$ cat config.mk
export PLATFORM = sky130hd
export DESIGN_NAME = change_dispenser
export DESIGN_NICKNAME = d
export VERILOG_FILES = /design/src/rtl/change_dispenser.sv
export SDC_FILE = /design/constraint.sdc
export NUM_CORES = 1
export LEC_CHECK = 0
export ABC_AREA = 1
export CAP_MARGIN = 15
export CORE_MARGIN = 8
export CORE_UTILIZATION = 45
export CTS_CLUSTER_DIAMETER = 60
export CTS_CLUSTER_SIZE = 30
export DETAILED_ROUTE_END_ITERATION = 8
export PLACE_DENSITY_LB_ADDON = 0.08
export REMOVE_ABC_BUFFERS = 1
export SYNTH_ARGS = -nofsm -noshare
export SYNTH_HDL_FRONTEND = slang
export SYNTH_SLANG_ARGS = --single-unit
$ cat constraint.sdc
create_clock -name clock -period 2.45 [get_ports clock]
set_clock_uncertainty 0.2 [all_clocks]
set_input_delay 0.6125 -clock clock [delete_from_list [all_inputs] [get_ports clock]]
set_output_delay 0.6125 -clock clock [all_outputs]
set_load 0.01 [all_outputs]
$ cat src/rtl/change_dispenser.sv
`default_nettype none
// +----------------------------------------------------------------------------+
// | Module      : change_dispenser                                             |
// | Description : Pays out a latched balance as a greedy sequence of coins /   |
// |               notes over a valid/ack handshake. One denomination is        |
// |               issued at a time, largest first. Reports done, coin count    |
// |               and error status.                                            |
// | Ports       : clock, reset_n    - clock, async active-low reset            |
// |               start, amount     - job request and cents to return          |
// |               coin_ack          - dispenser accepted current coin          |
// |               coin_valid/code   - current coin offer (code 0..6)           |
// |               busy, done        - job in progress / end-of-job pulse       |
// |               err_code          - 00 ok, 01 unpayable residue, 10 jam      |
// |               coin_count        - coins issued this job (saturating)       |
// |               remaining         - cents still owed                         |
// | Revision    : 1.0 - initial release                                        |
// +----------------------------------------------------------------------------+
module change_dispenser #(
    parameter int AMOUNT_W    = 14,
    parameter int GAP_CYCLES  = 4,
    parameter int ACK_TIMEOUT = 1000000,
    parameter int TO_W        = 20
) (
    input  logic                clock,
    input  logic                reset_n,
    input  logic                start,
    input  logic [AMOUNT_W-1:0] amount,
    input  logic                coin_ack,
    output logic                coin_valid,
    output logic [2:0]          coin_code,
    output logic                busy,
    output logic                done,
    output logic [1:0]          err_code,
    output logic [4:0]          coin_count,
    output logic [AMOUNT_W-1:0] remaining
);

    localparam logic [2:0] c_IDLE   = 3'd0;
    localparam logic [2:0] c_SELECT = 3'd1;
    localparam logic [2:0] c_ISSUE  = 3'd2;
    localparam logic [2:0] c_GAP    = 3'd3;
    localparam logic [2:0] c_DONE   = 3'd4;
    localparam logic [2:0] c_ERROR  = 3'd5;

    localparam int GAP_W = (GAP_CYCLES > 1) ? $clog2(GAP_CYCLES) : 1;
    localparam logic [GAP_W-1:0] c_GAP_LAST = GAP_W'((GAP_CYCLES > 0) ? GAP_CYCLES - 1 : 0);
    localparam logic [TO_W-1:0]  c_TO_LAST  = TO_W'(ACK_TIMEOUT - 1);

    logic [2:0]          r_state,      w_state;
    logic [AMOUNT_W-1:0] r_remaining,  w_remaining;
    logic [4:0]          r_coin_count, w_coin_count;
    logic [1:0]          r_err_code,   w_err_code;
    logic                r_coin_valid, w_coin_valid;
    logic [2:0]          r_coin_code,  w_coin_code;
    logic [TO_W-1:0]     r_to_cnt,     w_to_cnt;
    logic [GAP_W-1:0]    r_gap_cnt,    w_gap_cnt;
    logic                r_done,       w_done;
    logic                r_busy,       w_busy;

    // Largest denomination not exceeding the balance (caller guarantees >= 25).
    function automatic logic [2:0] largest_code(input logic [AMOUNT_W-1:0] amt);
        int unsigned v;
        v = 32'(amt);
        if (v >= 32'd5000)      return 3'd6;
        else if (v >= 32'd2000) return 3'd5;
        else if (v >= 32'd1000) return 3'd4;
        else if (v >= 32'd500)  return 3'd3;
        else if (v >= 32'd100)  return 3'd2;
        else if (v >= 32'd50)   return 3'd1;
        else                    return 3'd0;
    endfunction

    function automatic logic [AMOUNT_W-1:0] coin_value(input logic [2:0] code);
        case (code)
            3'd0:    return AMOUNT_W'(32'd25);
            3'd1:    return AMOUNT_W'(32'd50);
            3'd2:    return AMOUNT_W'(32'd100);
            3'd3:    return AMOUNT_W'(32'd500);
            3'd4:    return AMOUNT_W'(32'd1000);
            3'd5:    return AMOUNT_W'(32'd2000);
            3'd6:    return AMOUNT_W'(32'd5000);
            default: return '0;
        endcase
    endfunction

    always_ff @(posedge clock or negedge reset_n) begin
        if (!reset_n) begin
            r_state      <= c_IDLE;
            r_remaining  <= '0;
            r_coin_count <= '0;
            r_err_code   <= 2'b00;
            r_coin_valid <= 1'b0;
            r_coin_code  <= 3'd0;
            r_to_cnt     <= '0;
            r_gap_cnt    <= '0;
            r_done       <= 1'b0;
            r_busy       <= 1'b0;
        end else begin
            r_state      <= w_state;
            r_remaining  <= w_remaining;
            r_coin_count <= w_coin_count;
            r_err_code   <= w_err_code;
            r_coin_valid <= w_coin_valid;
            r_coin_code  <= w_coin_code;
            r_to_cnt     <= w_to_cnt;
            r_gap_cnt    <= w_gap_cnt;
            r_done       <= w_done;
            r_busy       <= w_busy;
        end
    end

    always_comb begin
        w_state      = r_state;
        w_remaining  = r_remaining;
        w_coin_count = r_coin_count;
        w_err_code   = r_err_code;
        w_coin_valid = r_coin_valid;
        w_coin_code  = r_coin_code;
        w_to_cnt     = r_to_cnt;
        w_gap_cnt    = r_gap_cnt;

        case (r_state)
            c_IDLE: begin
                if (start) begin
                    w_remaining  = amount;
                    w_coin_count = '0;
                    w_err_code   = 2'b00;
                    w_state      = c_SELECT;
                end
            end
            c_SELECT: begin
                if (r_remaining == '0) begin
                    w_state = c_DONE;
                end else if (32'(r_remaining) < 32'd25) begin
                    w_err_code = 2'b01;
                    w_state    = c_ERROR;
                end else begin
                    w_coin_code  = largest_code(r_remaining);
                    w_coin_valid = 1'b1;
                    w_to_cnt     = '0;
                    w_state      = c_ISSUE;
                end
            end
            c_ISSUE: begin
                // Ack is checked first so it wins over a timeout on the same edge.
                if (coin_ack) begin
                    w_remaining  = r_remaining - coin_value(r_coin_code);
                    w_coin_count = (r_coin_count == 5'd31) ? 5'd31 : r_coin_count + 5'd1;
                    w_coin_valid = 1'b0;
                    w_gap_cnt    = '0;
                    w_state      = (GAP_CYCLES == 0) ? c_SELECT : c_GAP;
                end else if (r_to_cnt == c_TO_LAST) begin
                    w_coin_valid = 1'b0;
                    w_err_code   = 2'b10;
                    w_state      = c_ERROR;
                end else begin
                    w_to_cnt = r_to_cnt + TO_W'(1);
                end
            end
            c_GAP: begin
                if (r_gap_cnt == c_GAP_LAST) begin
                    w_state = c_SELECT;
                end else begin
                    w_gap_cnt = r_gap_cnt + GAP_W'(1);
                end
            end
            c_DONE, c_ERROR: begin
                w_state = c_IDLE;
            end
            default: begin
                w_state = c_IDLE;
            end
        endcase

        // Status flags are registered from the next state so they line up
        // exactly with the state they describe.
        w_done = (w_state == c_DONE) || (w_state == c_ERROR);
        w_busy = (w_state != c_IDLE);
    end

    assign coin_valid = r_coin_valid;
    assign coin_code  = r_coin_code;
    assign busy       = r_busy;
    assign done       = r_done;
    assign err_code   = r_err_code;
    assign coin_count = r_coin_count;
    assign remaining  = r_remaining;

endmodule
`default_nettype wire

==> results of run 1 <==
[Yosys cell counts (5+ instances only)]
master,count
sky130_fd_sc_hd__inv_1,68
sky130_fd_sc_hd__o21ai_0,15
sky130_fd_sc_hd__nor2_2,5
sky130_fd_sc_hd__ha_1,15
sky130_fd_sc_hd__nand3_1,49
sky130_fd_sc_hd__xnor2_1,8
sky130_fd_sc_hd__nor2_1,80
sky130_fd_sc_hd__nand2_2,29
sky130_fd_sc_hd__xor2_1,12
sky130_fd_sc_hd__nand2_1,217
sky130_fd_sc_hd__nor2_4,7
sky130_fd_sc_hd__nand4_1,6
sky130_fd_sc_hd__a21oi_1,11
sky130_fd_sc_hd__dfrtp_1,52
[power groups by stage]
stage / clock network (µW) / logic, µW / registers [µW]
finish: 503 / 4720 / 1440
global route: 542 / 5280 / 1490
CTS: 516 / 4360 / 1420
detailed placement: 0 / 4320 / 1440
global placement: 0 / 4280 / 1430
floorplan: 0 / 2870 / 1430
[sequential cells by signal, summed over array words and instances (netlist names)]
name and count:
err_code 2, r_gap_cnt 2, done 1, remaining 14
coin_code 3, r_state 3, r_to_cnt 20, coin_count 5
coin_valid 1, busy 1
[through the flow]
step / std cells / total power, µW / setup WS [ns]
after floorplan: 608 / 4300 / 0.233
after detailed placement: 774 / 5760 / 0.00649
after global routing: 787 / 7320 / -0.0246
after global placement: 774 / 5710 / 0.0361
after CTS: 782 / 6300 / 0.0159
final: 787 / 6660 / 0.126
[area by class of cell]
cell class,instances,area (µm²)
sequential,52,1300
fill,935,4170
clock inverter,1,8.76
inverter,72,270
clock buffer,7,76.3
multi-input combinational,484,2560
timing repair buffer,60,581
tap,111,139
[kinds of logic after synthesis]
kind of cell,after synthesis,share of synthesized area (%)
xor+xnor,20,4.19
simple gates,407,44.3
buf+inv,86,9.73
flops,52,31.1
mux,1,0.269
fa+ha+maj,16,4.97
compound gates,40,5.42
[layout by cell type (no fill, tap or decap), types with 2 or more instances in the layout]
| cell | instances |
|---|---|
| sky130_fd_sc_hd__a21oi_1 | 9 |
| sky130_fd_sc_hd__a21oi_2 | 2 |
| sky130_fd_sc_hd__a31oi_1 | 2 |
| sky130_fd_sc_hd__buf_12 | 2 |
| sky130_fd_sc_hd__buf_4 | 14 |
| sky130_fd_sc_hd__clkbuf_1 | 2 |
| sky130_fd_sc_hd__clkbuf_8 | 5 |
| sky130_fd_sc_hd__clkdlybuf4s50_1 | 43 |
| sky130_fd_sc_hd__dfrtp_1 | 50 |
| sky130_fd_sc_hd__dfrtp_2 | 2 |
| sky130_fd_sc_hd__ha_1 | 12 |
| sky130_fd_sc_hd__ha_4 | 3 |
| sky130_fd_sc_hd__inv_1 | 66 |
| sky130_fd_sc_hd__inv_2 | 6 |
| sky130_fd_sc_hd__nand2_1 | 215 |
| sky130_fd_sc_hd__nand2_2 | 31 |
| sky130_fd_sc_hd__nand3_1 | 46 |
| sky130_fd_sc_hd__nand3_2 | 4 |
| sky130_fd_sc_hd__nand4_1 | 6 |
| sky130_fd_sc_hd__nand4_4 | 3 |
| sky130_fd_sc_hd__nor2_1 | 75 |
| sky130_fd_sc_hd__nor2_2 | 10 |
| sky130_fd_sc_hd__nor2_4 | 7 |
| sky130_fd_sc_hd__nor3_1 | 2 |
| sky130_fd_sc_hd__nor3_2 | 2 |
| sky130_fd_sc_hd__o211ai_1 | 3 |
| sky130_fd_sc_hd__o21ai_0 | 15 |
| sky130_fd_sc_hd__o21ai_1 | 2 |
| sky130_fd_sc_hd__o22ai_1 | 3 |
| sky130_fd_sc_hd__xnor2_1 | 8 |
| sky130_fd_sc_hd__xor2_1 | 12 |
[timing repair]
item / in CTS / in global routing
resized for setup: 1 / 21
hold endpoints to repair: 0 / 0
cloned: 0 / 0
pin swaps: 0 / 2
endpoints found under the setup margin: 1 / 10
setup buffers: 0 / 5
[critical path, delay by kind of cell (launching register included)]
kind,cells,cell delay [ns]
buffers and inverters,3,0.75
DFF,1,0.46
[per-layer routing]
layer  global-route usage (%)  vias up
met5                        0        -
met4                     3.87        0
met3                     3.70        8
met2                     27.2       90
met1                     25.8     1835
li1                         -     2056
[worst paths after layout]
kind / endpoint / slack, ns / cells after the start
setup / recovery: coin_code[0] / 0.13 / 3
hold reg to reg: err_code[1]$_DFFE_PN0P_ / 0.30 / 2
max in group asynchronous: remaining[8]$_DFFE_PN0P_ / 1.38 / 2
hold / removal: r_to_cnt[0]$_DFFE_PN0P_ / 0.11 / 1
setup reg to reg: remaining[4]$_DFFE_PN0P_ / 0.16 / 10
min in group clock: err_code[1]$_DFFE_PN0P_ / 0.30 / 2
==> results, run 1 <==
- Across every metal layer, demand over resource in global routing totals ~18%.
- The number of diodes added for antenna fixing is 0.
- The actual transition at the worst max-transition pin is 0.744 ns.
- The H-tree was split into 2 levels.
- The critical path class is flop to primary output.
- The type of element launching the critical path is a flop.
- Routability-driven placement finished with a final weighted congestion of about 0.89.
- The synthesized netlist occupies a cell area of 0.00418 mm².
- The floorplan die area is 0.0126 mm².
- The data arrival time of the worst path is 1.51 ns.
- From left edge to right edge, the die measures 112 µm.
- The initial antenna violation count is 0.
- Averaged over all synthesized cells, the footprint is 6.72 µm².
- Global routing finished with a remaining overflow of 0.
- The maximum VDD drop is between 800 and 900 µV.
- The final core utilization is 54.2%.
- The timing-limited maximum frequency is 430 MHz.
- The wire-length estimate of the detail-placed layout is approximately 8800 µm.
- The standby leakage power is approximately 0.0024 µW.
- For this block, the routed nets add up to 11300 µm of wire.
- In this run the worst hold path is classified as primary input to asynchronous set/reset pin.
- For the worst-skew pair, the clock arrives at the later sink with an insertion delay of 0.31 ns.
- Buffers inserted to repair hold after CTS numbered 0.
- The final route contains ~4000 vias.
- The detailed-routed wire length on met2 is 4870 µm.
- Pin placement for this block handled 45 I/O pins.
- Of the total power, the share spent switching nets is a little over half.
- The worst setup path is captured at a primary output.
- Clock tree synthesis selected as its root buffer the cell sky130_fd_sc_hd__clkbuf_8.
- The cell type with the highest occurrence count on the critical path is sky130_fd_sc_hd__buf_4.
- The final setup violation count is 0.
- The wire length of the first global-routing pass is 18700 µm.
- The number of max-cap violations is 0.
- The vertical extent of the die is about 110 µm.
- The share of Yosys cell area claimed by the top area cell type is 31.1%.
- Traced cell by cell, the critical path runs through buf_4, buf_4, clkdlybuf4s50_1.
- The core region is 0.00911 mm².
- The met1 wire length is 5610 µm.
- In this run the worst path has a maximum fanout of 5.
- The effective utilization at floorplan is 45.9%.
- The clock network burns 7.5% of the power.
- The worst path uses roughly 95% of the clock period.
- The clock drives between 50 and 60 sinks.
- The number of synthesized flops with an enable pin is 0.
- sky130_fd_sc_hd__dfrtp_1 takes more of the synthesized area than any other cell.
- The initialized floorplan defines 35 standard-cell rows.
- The launch point of the worst path is coin_code[0]$_DFFE_PN0P_.
- The power density normalized to cell area is 1350 mW/mm².
- The remaining design rule violation count is 0.
- The fraction of layout cells with a size suffix above 1 is 14.6%.
- For this run, asynchronously set or reset flops after synthesis account for 100%.
- After synthesis, flip-flops and latches occupy 31.1% of the total area.
- The synthesis-to-layout area growth is 18.1%.
- The gate count after technology mapping is 622.
- The number of nets with antenna violations after routing is 0.
- Dividing the detail-routed wire length by the instance count gives roughly 14 µm.
- The tightest hold path in the finished design has a slack of 0.114 ns.
- The number of global-route vias before repair came to 3745.
- Clock-pin slew was measured on the worst setup and hold paths at about 0.1 ns.
- The number of pins with negative max-slew slack in the final report is 0.
- The number of hold violations in the final report is 0.
- For this run, the number of Yosys warnings is 0.
- Entering global routing, the biggest net connects 28 pins.
- The routed design uses 754 µm of met3 wire.
- Combinational logic burns a little over two thirds of the power.
- The post-route cell area is 0.00494 mm².
- The critical path data required time is 1.64 ns.
- The run finished with clean final reports.
- The violation count after the first detailed-routing iteration is 244.
- The startpoint identified for the worst register-to-register timing path is coin_code[1]$_DFFE_PN0P_.
- Internal power comes to 3140 µW.
- During placement, the flow inserted port buffers numbering 44.
- The highest routed metal layer is met4.
- For this design the total switching power over the nets is 3520 µW.
- The routed design could run at a clock period as short as approximately 2.3 ns.
- The number of distinct library cell variants in the gate-level netlist after synthesis is 41.
- The number of clock buffers inserted by TritonCTS is 5.
- The number of search-and-repair iterations in the first detailed-routing pass is 6.
- On the worst path, the slowest cell contributes a delay of roughly 0.47 ns.
- The instance area at placement is approximately 0.0047 mm².
- In the synthesized netlist the dominant register cell turns out to be sky130_fd_sc_hd__dfrtp_1.
- Counting flops and latches in the post-synthesis netlist gives 52.
- Setup total negative slack on the finished layout was measured at 0 ns.
- Measured against its own limit, the worst slew margin works out to 50.3%.
- Among all stages on the critical path, the largest delay is contributed by sky130_fd_sc_hd__clkdlybuf4s50_1.
- In the final design database the tool counted 709 nets.
- After synthesis, the cell types taking the most area are sky130_fd_sc_hd__dfrtp_1, sky130_fd_sc_hd__nand2_1, sky130_fd_sc_hd__nor2_1.
- The worst-case clock buffer depth is 2.
- TritonCTS built the clock tree.
- In the routed layout, each cell is associated on average with a via count of 5.07.
- The share of total power dissipated in sequential elements is between 20% and 30%.
Note: power is estimated with default switching activity, not from simulation.
==> inputs of run 2 (changes only) <==
--- a/config.mk
+++ b/config.mk
@@ -7,7 +7,6 @@
 export LEC_CHECK = 0
 export ABC_AREA = 1
 export CAP_MARGIN = 15
-export CORE_MARGIN = 8
 export CORE_UTILIZATION = 45
 export CTS_CLUSTER_DIAMETER = 60
 export CTS_CLUSTER_SIZE = 30
==> run 2 against run 1 <==
The run now ends with DRC left; first-iteration DRC count grew 21%; cell area grew 0.30%; register-to-register slack lost 0.02 ns; sequential power is essentially flat; global-route usage grew 5.5 points; critical path depth shrank 2; utilization grew 1.8 points; sequential share of layout area shrank 0.080 points; final cell count shrank 0.51%; die area shrank 23%; clock power grew 24%.
==> results, run 2 (same netlist as run 1, synthesis figures left out) <==
- The startpoint identified for the worst register-to-register timing path is coin_code[1]$_DFFE_PN0P_.
- Of the total power, combinational logic draws ~69%.
- TritonCTS built the clock tree.
- The power density normalized to cell area is 1360 mW/mm².
- Setup total negative slack on the finished layout was measured at 0 ns.
- The number of max-cap violations is 0.
- The number of hold buffers added after CTS is 0.
- Global routing consumed, over all layers together, 23.5% of the routing resources.
- In the final design database the tool counted ~700 nets.
- In the final layout, the share of cells above drive strength 1 is 15.4%.
- The number of I/O port buffers is 44.
- The number of placed cells counting well taps is approximately 770.
- The part of the total power dissipated in the clock network is a little under a tenth.
- The repair_antennas step left the layout with diodes totalling 0.
- The top cell types in the final layout, fill and taps aside, are sky130_fd_sc_hd__nand2_1, sky130_fd_sc_hd__nor2_1, sky130_fd_sc_hd__inv_1.
- The share of the cycle needed by the critical path after routing is 94.7%.
- The number of global-route vias before repair is about 3700.
- For this design the static power due to leakage is 0.00236 µW.
- The initial utilization of the core area, before any placement, comes to 47.2%.
- The delay contributed by the slowest stage of the critical path is 0.61 ns.
- The number of cells on the worst reg-to-reg path is 12.
- In this run the vertical extent of the chip is ~98 µm.
- The count of cell instances traversed by the critical path is 1.
- The floorplan die area is 0.00968 mm².
- The net switching power is 3510 µW.
- The type of element capturing the critical path is a primary output.
- More flip-flops sit in one register than any other, and that register is r_to_cnt.
- The critical path in this run is classified as flop to primary output.
- The fraction of power spent switching nets is 52.0%.
- The timing-limited maximum frequency is between 400 and 500 MHz.
- The capture point of the worst reg-to-reg path is remaining[8]$_DFFE_PN0P_.
- Once detail routing completed, the nets flagged for antenna violations numbered 0.
- The first global-routing pass estimated 18200 µm of wire.
- The tree is rooted in a sky130_fd_sc_hd__clkbuf_8.
- The number of flip-flops under the largest register name is 20.
- The gate family responsible for the most delay along the worst path is buffers and inverters.
- The maximum VDD drop is 898 µV.
- Leaving out fill and tap cells, the most frequent cell in the layout is sky130_fd_sc_hd__nand2_1.
- The final non-filler cell total is 783.
- The level count of the clock H-tree is 2.
- The total via count after detailed routing is about 4000.
- The cell-internal power is 3240 µW.
- After clock tree synthesis, the clock-pin slew on the worst setup and hold paths is between 0.1 and 0.15 ns.
- The worst hold path belongs to the class primary input to asynchronous set/reset pin.
- Setup violations remaining at the end of the flow were counted as 0.
- The critical-path maximum fanout is 7.
- The top-level port count is 45.
- The synthesis-to-layout area growth is 18.5%.
- The slowest stage of the critical path is the sky130_fd_sc_hd__clkdlybuf4s50_1 cell.
- Summed over all nets, the half-perimeter wirelength after detailed placement is 8210 µm.
- The number of cell rows is 34.
- In this run, the number of DRC markers left after iteration 0 of detailed routing was slightly below 300.
- Traced cell by cell, the critical path runs through clkdlybuf4s50_1.
- The flop-to-flop setup slack is 0.14 ns.
- The worst-case clock buffer depth is 2.
- The maximum number of pins on one net before global-route repair is 53.
- The type of element launching the critical path is a flop.
- The final total power is 6740 µW.
- The initial antenna violation count is 0.
- The first detailed-routing pass took 8 iterations.
- The routed wire length is 10800 µm.
- The number of hold violations in the final report is 0.
- The number of buffer and inverter instances along the worst setup path is 1.
- The final reports fail on DRC.
- The flow ran to the end, but the final reports show violations.
- The data arrival time of the worst path is roughly 1.5 ns.
- The number of clock buffers added by TritonCTS is 5.
- The total number of clock tree sinks is 52.
- The critical path data required time is 1.64 ns.
- The die boundary width is 98.4 µm.
- The filler cells instantiated in the layout total approximately 900.
- The number of pins with negative max-slew slack in the final report is 0.
- Using the TritonRoute via totals, the vias-per-cell ratio works out to 5.10.
- The per-cell routed wire length is between 10 and 15 µm.
- The area of the core is 0.00885 mm².
- Routability-driven placement finished with a final weighted congestion of 0.855.
- The routed design could run at a clock period as short as between 2 and 2.5 ns.
- The relative slew slack is 50.1%.
- The remaining global-route overflow is 0.
- The sequential power share is 21.6%.
- For the worst-skew pair, the clock arrives at the later sink with an insertion delay of 0.32 ns.
- The remaining design rule violation count is 2.
- At the pin with the least slew margin, the transition time is 0.747 ns.
-- run 2: metal layers --
layer	routed length, µm	up-vias	global-route usage (%)
met3	600	5	2.86
met2	4580	90	34.8
met5	0	-	0
met4	81	0	4.36
li1	-	2044	-
met1	5540	1852	36.7
-- run 2: cell type report --
type / instances / area [µm²] / share of cell area (%)
Timing Repair Buffer: 59 / 561 / 11.3
Clock buffer: 5 / 68.8 / 1.39
Sequential cell: 52 / 1300 / 26.3
Tap cell: 108 / 135 / 2.73
Clock inverter: 3 / 46.3 / 0.935
Inverter: 72 / 270 / 5.46
Multi-Input combinational cell: 484 / 2570 / 51.9
-- run 2: repair_timing --
action                                  CTS  global route
pin swaps                                 0             6
endpoints found under the setup margin    3             8
resized for setup                         3            23
buffers inserted                          0             4
-- run 2: power groups by stage --
stage,Combinational [µW],Clock (µW),Sequential (µW)
after global placement,4240,0,1440
after floorplan,2870,0,1430
after detailed placement,4270,0,1440
after global routing,5270,676,1490
after CTS,4310,644,1430
final,4660,626,1450
-- run 2: through the flow --
stage          util (%)  instance area (µm²)  setup slack, ns  hold slack [ns]
2_1_floorplan         -                 4040            0.233            0.117
6_report           56.0                 4950            0.131           0.0711
5_1_grt            56.0                 4950          -0.0418           0.0894
4_1_cts            54.6                 4830           0.0274           0.0835
3_5_place_dp       53.2                 4710          -0.0289            0.262
3_3_place_gp       53.2                 4710          -0.0287            0.262
-- run 2: how the worst max path moves through the flow --
stage,from,endpoint,slack (ns)
finish,remaining[8]$_DFFE_PN0P_,remaining[8],0.13
global route,coin_code[0]$_DFFE_PN0P_,remaining[13]$_DFFE_PN0P_,-0.04
detailed placement,coin_code[1]$_DFFE_PN0P_,remaining[6]$_DFFE_PN0P_,-0.03
global placement,coin_code[1]$_DFFE_PN0P_,remaining[8]$_DFFE_PN0P_,-0.03
CTS,coin_code[0]$_DFFE_PN0P_,remaining[6]$_DFFE_PN0P_,0.03
floorplan,coin_code[1]$_DFFE_PN0P_,remaining[8]$_DFFE_PN0P_,0.23
